==> config.mk <==
export PLATFORM = sky130hd
export DESIGN_NAME = led_matrix_scanner_flat
export DESIGN_NICKNAME = d
export VERILOG_FILES = /design/src/rtl/led_matrix_scanner_pkg.sv /design/src/rtl/led_matrix_scanner_if.sv /design/src/rtl/led_matrix_scanner_timer.sv /design/src/rtl/led_matrix_scanner.sv /design/src/flat_wrapper.sv
export SDC_FILE = /design/constraint.sdc
export NUM_CORES = 1
export LEC_CHECK = 0
export ABC_CLOCK_PERIOD_IN_PS = 32900
export CAP_MARGIN = 40
export CORE_MARGIN = 4
export CORE_UTILIZATION = 45
export DETAILED_ROUTE_END_ITERATION = 8
export PLACE_DENSITY = 0.72
export SETUP_SLACK_MARGIN = 0.05
export SLEW_MARGIN = 20
export SYNTH_ARGS = -nofsm -noshare
export SYNTH_HDL_FRONTEND = slang
export SYNTH_SLANG_ARGS = --single-unit
==> constraint.sdc <==
create_clock -name clk -period 32.9 [get_ports clk]
set_clock_uncertainty 0.15 [all_clocks]
set_input_delay 6.58 -clock clk [delete_from_list [all_inputs] [get_ports clk]]
set_output_delay 6.58 -clock clk [all_outputs]
set_load 0.02 [all_outputs]
==> src/rtl/led_matrix_scanner_pkg.sv <==
//------------------------------------------------------------------------------
// Module      : screen_pkg
// Description : Shared definitions for the multiplexed LED-matrix scanner:
//               scan FSM state type, anti-ghosting blank length and the
//               helper that derives the bus idle level from the polarity.
// Revision    : 1.0 - initial release
//------------------------------------------------------------------------------
`default_nettype none

package screen_pkg;

  // Cycles at the end of each row that are forced dark when the
  // SCREEN_BLANK_EN guard is compiled in.
  localparam int BLANK_CYCLES = 2;

  typedef enum logic [0:0] {
    IDLE = 1'b0,
    SCAN = 1'b1
  } scan_state_t;

  // Idle (unlit) level of a single row/column line for the given polarity.
  function automatic logic inactive_level(input int active_low);
    return (active_low != 0);
  endfunction

endpackage

`default_nettype wire

==> src/rtl/led_matrix_scanner_if.sv <==
//------------------------------------------------------------------------------
// Module      : led_matrix_scanner_if
// Description : Frame hand-off channel between the frame producer (master)
//               and the matrix scanner (slave). A frame moves on any clock
//               edge where frame_valid and frame_ready are both high.
// Revision    : 1.0 - initial release
//------------------------------------------------------------------------------
`default_nettype none

interface led_matrix_scanner_if #(
  parameter int ROWS = 8,
  parameter int COLS = 16
);

  logic [ROWS*COLS-1:0] frame_data;
  logic                 frame_valid;
  logic                 frame_ready;

  modport master (
    output frame_data,
    output frame_valid,
    input  frame_ready
  );

  modport slave (
    input  frame_data,
    input  frame_valid,
    output frame_ready
  );

endinterface

`default_nettype wire

==> src/rtl/led_matrix_scanner_timer.sv <==
//------------------------------------------------------------------------------
// Module      : scan_timer
// Description : Row/dwell counters for the matrix scanner. Counts dwell
//               cycles within a row and steps through the rows while run is
//               high; run low clears both counters back to row 0, cycle 0.
//               Produces the frame-boundary strobe (last cycle of last row
//               while still running) and the frame-start strobe.
// Revision    : 1.0 - initial release
//------------------------------------------------------------------------------
`default_nettype none

module scan_timer #(
  parameter int ROWS    = 8,
  parameter int DWELL   = 1024,
  parameter int ROW_W   = 3,
  parameter int DWELL_W = 10
) (
  input  wire logic               clk,
  input  wire logic               rst,
  input  wire logic               scanning,
  input  wire logic               run,
  output logic [DWELL_W-1:0]      dwell_cnt,
  output logic [ROW_W-1:0]        row_idx,
  output logic                    boundary,
  output logic                    frame_start
);

  localparam logic [DWELL_W-1:0] c_DWELL_LAST = DWELL_W'(DWELL - 1);
  localparam logic [ROW_W-1:0]   c_ROW_LAST   = ROW_W'(ROWS - 1);

  logic [DWELL_W-1:0] r_dwell;
  logic [ROW_W-1:0]   r_row;
  logic               w_row_end;
  logic               w_row_last;

  assign w_row_end  = (r_dwell == c_DWELL_LAST);
  assign w_row_last = (r_row == c_ROW_LAST);

  // Dwell counter wraps each row; row index wraps each frame; cleared when not running.
  always_ff @(posedge clk or posedge rst) begin
    if (rst) begin
      r_dwell <= '0;
      r_row   <= '0;
    end else if (!run) begin
      r_dwell <= '0;
      r_row   <= '0;
    end else if (w_row_end) begin
      r_dwell <= '0;
      r_row   <= w_row_last ? '0 : r_row + 1'b1;
    end else begin
      r_dwell <= r_dwell + 1'b1;
    end
  end

  assign dwell_cnt   = r_dwell;
  assign row_idx     = r_row;
  assign boundary    = run && w_row_end && w_row_last;
  // Qualified by the state, not by enable, so the first cycle of a frame
  // is flagged even if enable is dropping on that same cycle.
  assign frame_start = scanning && (r_row == '0) && (r_dwell == '0);

endmodule

`default_nettype wire

==> src/rtl/led_matrix_scanner.sv <==
//------------------------------------------------------------------------------
// Module      : led_matrix_scanner
// Description : Multiplexed LED-matrix driver. Scans a ROWS x COLS frame one
//               row at a time with a per-row dwell of DWELL cycles, global
//               PWM brightness and a double-buffered frame input. New frames
//               are swapped in only at frame boundaries (or on scan start).
//               Optional macro SCREEN_BLANK_EN: forces the outputs dark for
//               the last BLANK_CYCLES cycles of every row (anti-ghosting).
// Revision    : 1.0 - initial release
//------------------------------------------------------------------------------
`default_nettype none

module led_matrix_scanner
  import screen_pkg::*;
#(
  parameter int ROWS       = 8,
  parameter int COLS       = 16,
  parameter int DWELL      = 1024,
  parameter int BRIGHT_W   = 4,
  parameter int ACTIVE_LOW = 1
) (
  input  wire logic                clk,
  input  wire logic                rst,
  input  wire logic                enable,
  input  wire logic [BRIGHT_W-1:0] brightness,
  led_matrix_scanner_if.slave      frame_if,
  output logic [ROWS-1:0]          rows,
  output logic [COLS-1:0]          columns,
  output logic                     frame_start
);

  localparam int ROW_W   = (ROWS > 1) ? $clog2(ROWS) : 1;
  localparam int DWELL_W = $clog2(DWELL);

  localparam logic [DWELL_W-1:0] c_SLOT_LEN = DWELL_W'(DWELL >> BRIGHT_W);
  localparam logic [ROWS-1:0]    c_ROWS_OFF = {ROWS{inactive_level(ACTIVE_LOW)}};
  localparam logic [COLS-1:0]    c_COLS_OFF = {COLS{inactive_level(ACTIVE_LOW)}};

  // ---------------------------------------------------------------------------
  // Scan state machine
  // ---------------------------------------------------------------------------
  scan_state_t r_state;
  scan_state_t w_state_next;
  logic        w_enter;
  logic        w_scanning;
  logic        w_run;

  // State register.
  always_ff @(posedge clk or posedge rst) begin
    if (rst) begin
      r_state <= IDLE;
    end else begin
      r_state <= w_state_next;
    end
  end

  // Next state: enable starts scanning, any cycle without enable stops it.
  always_comb begin
    w_state_next = r_state;
    w_enter      = 1'b0;
    case (r_state)
      IDLE: begin
        if (enable) begin
          w_state_next = SCAN;
          w_enter      = 1'b1;
        end
      end
      SCAN: begin
        if (!enable) begin
          w_state_next = IDLE;
        end
      end
      default: begin
        w_state_next = IDLE;
      end
    endcase
  end

  assign w_scanning = (r_state == SCAN);
  // Counters advance only while scanning continues; this also clears them on
  // the edge that leaves SCAN so IDLE always sees row 0, cycle 0.
  assign w_run      = w_scanning && enable;

  // ---------------------------------------------------------------------------
  // Row / dwell timing
  // ---------------------------------------------------------------------------
  logic [DWELL_W-1:0] w_dwell;
  logic [ROW_W-1:0]   w_row;
  logic               w_boundary;

  scan_timer #(
    .ROWS    (ROWS),
    .DWELL   (DWELL),
    .ROW_W   (ROW_W),
    .DWELL_W (DWELL_W)
  ) u_timer (
    .clk         (clk),
    .rst         (rst),
    .scanning    (w_scanning),
    .run         (w_run),
    .dwell_cnt   (w_dwell),
    .row_idx     (w_row),
    .boundary    (w_boundary),
    .frame_start (frame_start)
  );

  // ---------------------------------------------------------------------------
  // Double buffer and handshake
  // ---------------------------------------------------------------------------
  logic [ROWS*COLS-1:0] r_pending;
  logic [ROWS*COLS-1:0] r_active;
  logic                 r_pending_full;
  logic                 r_ready;
  logic                 w_accept;
  logic                 w_swap;
  logic                 w_pending_full_next;

  assign w_accept = frame_if.frame_valid && r_ready;
  // A swap needs a full pending buffer, which holds ready low, so an accept
  // and a swap can never land on the same edge.
  assign w_swap   = r_pending_full && (w_enter || w_boundary);

  assign w_pending_full_next = w_accept ? 1'b1 :
                               w_swap   ? 1'b0 : r_pending_full;

  // Pending capture on accept, promotion to active at frame start/boundary.
  always_ff @(posedge clk or posedge rst) begin
    if (rst) begin
      r_pending      <= '0;
      r_active       <= '0;
      r_pending_full <= 1'b0;
      r_ready        <= 1'b1;
    end else begin
      if (w_accept) begin
        r_pending <= frame_if.frame_data;
      end
      if (w_swap) begin
        r_active <= r_pending;
      end
      r_pending_full <= w_pending_full_next;
      r_ready        <= !w_pending_full_next;
    end
  end

  assign frame_if.frame_ready = r_ready;

  // ---------------------------------------------------------------------------
  // PWM brightness
  // ---------------------------------------------------------------------------
  logic [BRIGHT_W-1:0] r_bright;
  logic [BRIGHT_W-1:0] w_bright_eff;
  logic [DWELL_W-1:0]  w_thresh;
  logic                w_pwm_on;
  logic                w_guard;
  logic                w_lit;

  // Brightness is sampled once per row so a change never tears a row.
  always_ff @(posedge clk or posedge rst) begin
    if (rst) begin
      r_bright <= '0;
    end else if (w_run && (w_dwell == '0)) begin
      r_bright <= brightness;
    end
  end

  // On the sampling cycle itself the fresh value applies.
  assign w_bright_eff = (w_dwell == '0) ? brightness : r_bright;

  // slot < level  <=>  dwell < level * slot_len, since slot = floor(dwell/slot_len).
  assign w_thresh = DWELL_W'(w_bright_eff) * c_SLOT_LEN;
  assign w_pwm_on = (&w_bright_eff) || (w_dwell < w_thresh);

`ifdef SCREEN_BLANK_EN
  localparam logic [DWELL_W-1:0] c_GUARD_START = DWELL_W'(DWELL - BLANK_CYCLES);
  assign w_guard = (w_dwell >= c_GUARD_START);
`else
  assign w_guard = 1'b0;
`endif

  assign w_lit = w_run && w_pwm_on && !w_guard;

  // ---------------------------------------------------------------------------
  // Row/column drive
  // ---------------------------------------------------------------------------
  logic [COLS-1:0] w_slice [ROWS];
  logic [ROWS-1:0] w_onehot;
  logic [ROWS-1:0] r_rows;
  logic [COLS-1:0] r_cols;

  // Row 0 occupies the most significant slice of the frame word.
  for (genvar r = 0; r < ROWS; r++) begin : g_slice
    assign w_slice[r] = r_active[(ROWS-r)*COLS-1 -: COLS];
  end

  assign w_onehot = ROWS'(1) << w_row;

  // Registered pin drive; XOR with the idle level applies the polarity.
  always_ff @(posedge clk or posedge rst) begin
    if (rst) begin
      r_rows <= c_ROWS_OFF;
      r_cols <= c_COLS_OFF;
    end else if (w_lit) begin
      r_rows <= w_onehot ^ c_ROWS_OFF;
      r_cols <= w_slice[w_row] ^ c_COLS_OFF;
    end else begin
      r_rows <= c_ROWS_OFF;
      r_cols <= c_COLS_OFF;
    end
  end

  assign rows    = r_rows;
  assign columns = r_cols;

endmodule

`default_nettype wire

==> src/flat_wrapper.sv <==
// flat-port wrapper written by rule: the top's interface ports become plain ports
module led_matrix_scanner_flat import screen_pkg::*;
#(
  parameter int ROWS       = 8,
  parameter int COLS       = 16,
  parameter int DWELL      = 1024,
  parameter int BRIGHT_W   = 4,
  parameter int ACTIVE_LOW = 1
)
  (clk, rst, enable, brightness, rows, columns, frame_start, frame_if_frame_data, frame_if_frame_valid, frame_if_frame_ready);
  led_matrix_scanner_if #(.ROWS(ROWS), .COLS(COLS)) frame_if_i ();
  input  wire logic clk;
  input  wire logic rst;
  input  wire logic enable;
  input  wire logic [BRIGHT_W-1:0] brightness;
  output logic [ROWS-1:0] rows;
  output logic [COLS-1:0] columns;
  output logic frame_start;
  input wire logic [$bits(frame_if_i.frame_data)-1:0] frame_if_frame_data;
  input wire logic [$bits(frame_if_i.frame_valid)-1:0] frame_if_frame_valid;
  output wire logic [$bits(frame_if_i.frame_ready)-1:0] frame_if_frame_ready;
  assign frame_if_i.frame_data = frame_if_frame_data;
  assign frame_if_i.frame_valid = frame_if_frame_valid;
  assign frame_if_frame_ready = frame_if_i.frame_ready;
  led_matrix_scanner #(.ROWS(ROWS), .COLS(COLS), .DWELL(DWELL), .BRIGHT_W(BRIGHT_W), .ACTIVE_LOW(ACTIVE_LOW)) u_core (.clk(clk), .rst(rst), .enable(enable), .brightness(brightness), .frame_if(frame_if_i), .rows(rows), .columns(columns), .frame_start(frame_start));
endmodule
==> flow_metrics.tcl <==
set metrics [dict create \
    status "completed" \
    grt_max_degree 86 \
    synth_edf_count 0 \
    max_stage_delay_ns 0.66 \
    netlist_area_um2 12460 \
    cts-buffers-inserted 30 \
    yosys-top-cells-count "275 x dfrtp_1, 140 x mux2_2, 120 x mux2_1" \
    fin_setup_tns_ns 0 \
    hold_buffers 0 \
    nFillCells 2152 \
    cts_tree "done" \
    n_antenna_cell 0 \
    crit_buf_inv 2 \
    ys_ff_latch 300 \
    slowest_stage "clkdlybuf4s50_1" \
    ios 162 \
    swShare_pct 25.60 \
    synthToLayoutAreaGrowth_pct 24.60 \
    final_cell_count_no_fill 1357 \
    gp_congestion 0.8694 \
    yosysMostFrequentCell "dfrtp_1" \
    yosys_warnings 0 \
    hpwlAfterDp_mm 18.27 \
    yosysSeqAreaShare_pct 60.52 \
    synthTopCellsByArea "dfrtp_1 55%, mux2_2 13%, mux2_1 11%" \
    final_layout_size_suffix_gt1_share_pct 27.31 \
    path_clk_slew_ns 0.06 \
    period_share_pct 29.38 \
    vias 7070 \
    path_delay_family "simple AND/OR/NAND/NOR gates" \
    crit_required_ns 26.17 \
    nets 1109 \
    tightest_slew_ns 0.7624 \
    final_antenna_net_count 0 \
    synth_fp_nets 951 \
    antenna_found_initial 0 \
    hold_viol_final 0 \
    pwr-share-seq_pct 49.9 \
    overflow 0 \
    htree_levels 1 \
    path_max_fanout 5 \
    drt_iter0_drc 383 \
    min_period_ns 9.665 \
    ys_async_sr_fraction_pct 100.0 \
    yosysTopAreaCellShare_pct 55.24 \
    wl_per_cell_um 19.40 \
    peakVddDrop_v 0.00003936 \
    relSlewSlack_pct 49.05 \
    grt_usage_pct 17.18 \
    start_util_pct 45.96 \
    worstSetupStartpointType "flip-flop" \
    via_per_inst 5.210 \
    p_switching_uw 302.9 \
    drv_slew 0 \
    rsz0062_at_grt "no" \
    worstSetupPathType "flip-flop to output port" \
    cts_root_buffer "clkbuf_16" \
    ys.flop_type "dfrtp_1" \
    p_leak_nw 6.331 \
    holdWs_ns 0.3259 \
    placementRows 60 \
    insertion_delay_ns 0.54 \
    hp-class "flip-flop to flip-flop" \
    pwr_density_cell_nw_per_um2 76.22 \
    drtPass1Iterations 4 \
    grt_pass1_vias 7474 \
    dieHeight_um 174.4 \
    internal_power_uw 880.1 \
    synth_top_area_cell "dfrtp_1" \
    clock-sinks 300 \
    cts_buffer_depth 3 \
    dieArea_um2 30410 \
    ys_types 40 \
    end_kind "output port" \
    cp.arrival_ns 2.93 \
    clockPowerShare_pct 29.5 \
    avgSynthCellArea_um2 15.49 \
    drc 0 \
    postSynthCellCount 804 \
    cts_resized 0 \
    worstPathCellList "inv_1, ha_1, nor3b_1, nand3_1, nor3_1, clkdlybuf4s50_1" \
    drt_wl_total_mm 26.33 \
    cts_setup_buffers 0 \
    maxCapViolCount 0 \
    clock.fmax_ghz 0.1035 \
    io_buffers 161 \
    p_comb_share_pct 20.5 \
    setup_viol 0 \
    dp.cells 1300 \
    dieWidth_um 174.4 \
    grt_pass1_wl_mm 41.70 \
    core_area_um2 27100 \
]
registers in the layout (all words and copies together) (netlist names):
register	flops
u_core.columns	16
u_core.frame_if.frame_ready	1
u_core.r_active	128
u_core.r_bright	4
u_core.r_pending	128
u_core.r_pending_full	1
u_core.r_state	1
u_core.rows	8
u_core.u_timer.dwell_cnt	10
u_core.u_timer.row_idx	3
cell type report:
cell class | instances | area (um^2) | area share [%]
Tap cell | 372 | 465.4 | 2.999
Inverter | 9 | 41.29 | 0.2660
Clock buffer | 47 | 915.9 | 5.901
Timing Repair Buffer | 176 | 1838 | 11.84
Multi-Input combinational cell | 445 | 4604 | 29.67
Clock inverter | 8 | 115.1 | 0.7416
Sequential cell | 300 | 7541 | 48.59
metal layers:
metal	global-route usage (%)	wire length [um]	vias up
met4	4.091	569	0
met5	0	0	-
li1	-	-	3212
met2	27.70	12520	176
met3	3.676	1462	39
met1	24.11	11770	3643
cell families after synthesis:
family / Yosys count / synth area share, %
AOI/OAI and AO/OA: 53 / 2.702
buffers and inverters: 59 / 2.642
DFF: 300 / 60.52
muxes: 297 / 29.69
adders and majority gates: 11 / 1.105
and+or+nand+nor: 77 / 2.853
xor gates and xnor gates: 7 / 0.4922
placed cells by master (no fill, tap or decap), drive strengths merged, types with 3 or more instances in the layout:
master,synthesis,layout
a21oi,18,18
o21ai,17,17
buf,28,15
dfstp,25,25
clkinv,0,5
nand4,6,6
o2111ai,6,6
ha,11,11
mux2i,5,5
nor3,3,3
dfrtp,275,275
bufinv,0,3
nor2,14,14
and2,3,3
nand3,4,4
clkdlybuf4s50,0,161
mux2,260,260
inv,9,9
mux4,32,32
clkbuf,22,47
xor2,5,5
nand2,39,39
worst paths after layout:
path	startpoint	end	slack [ns]	cells past startpoint
hold / removal	u_core.r_pending[107]	u_core.r_active[107]	0.33	1
min in group asynchronous	rst	u_core.r_pending[50]	6.34	2
max in group asynchronous	rst	u_core.columns[12]	24.44	5
setup / recovery	u_core.u_timer.dwell_cnt[0]	frame_start	23.24	6
setup reg to reg	u_core.u_timer.row_idx[0]	u_core.r_active[125]	29.28	9
hold reg to reg	u_core.r_pending[107]	u_core.r_active[107]	0.33	1
power by group through the flow:
| stage | Sequential (mW) | Clock, mW | Combinational [mW] |
|---|---|---|---|
| after floorplan | 0.569 | 0 | 0.179 |
| after global placement | 0.591 | 0 | 0.234 |
| after detailed placement | 0.598 | 0 | 0.245 |
| after CTS | 0.592 | 0.358 | 0.247 |
| after global routing | 0.608 | 0.373 | 0.266 |
| final | 0.591 | 0.349 | 0.243 |
stage by stage:
stage,util [%],power (mW),setup WS [ns],cell area [um^2]
after floorplan,-,0.7478,17.92,12460
after global placement,52.83,0.8243,23.22,14320
after detailed placement,53.26,0.8421,23.73,14440
after CTS,57.07,1.196,23.22,15470
after global routing,57.27,1.247,23.09,15520
final,57.27,1.183,23.24,15520
(Power assumes the default switching activity.)
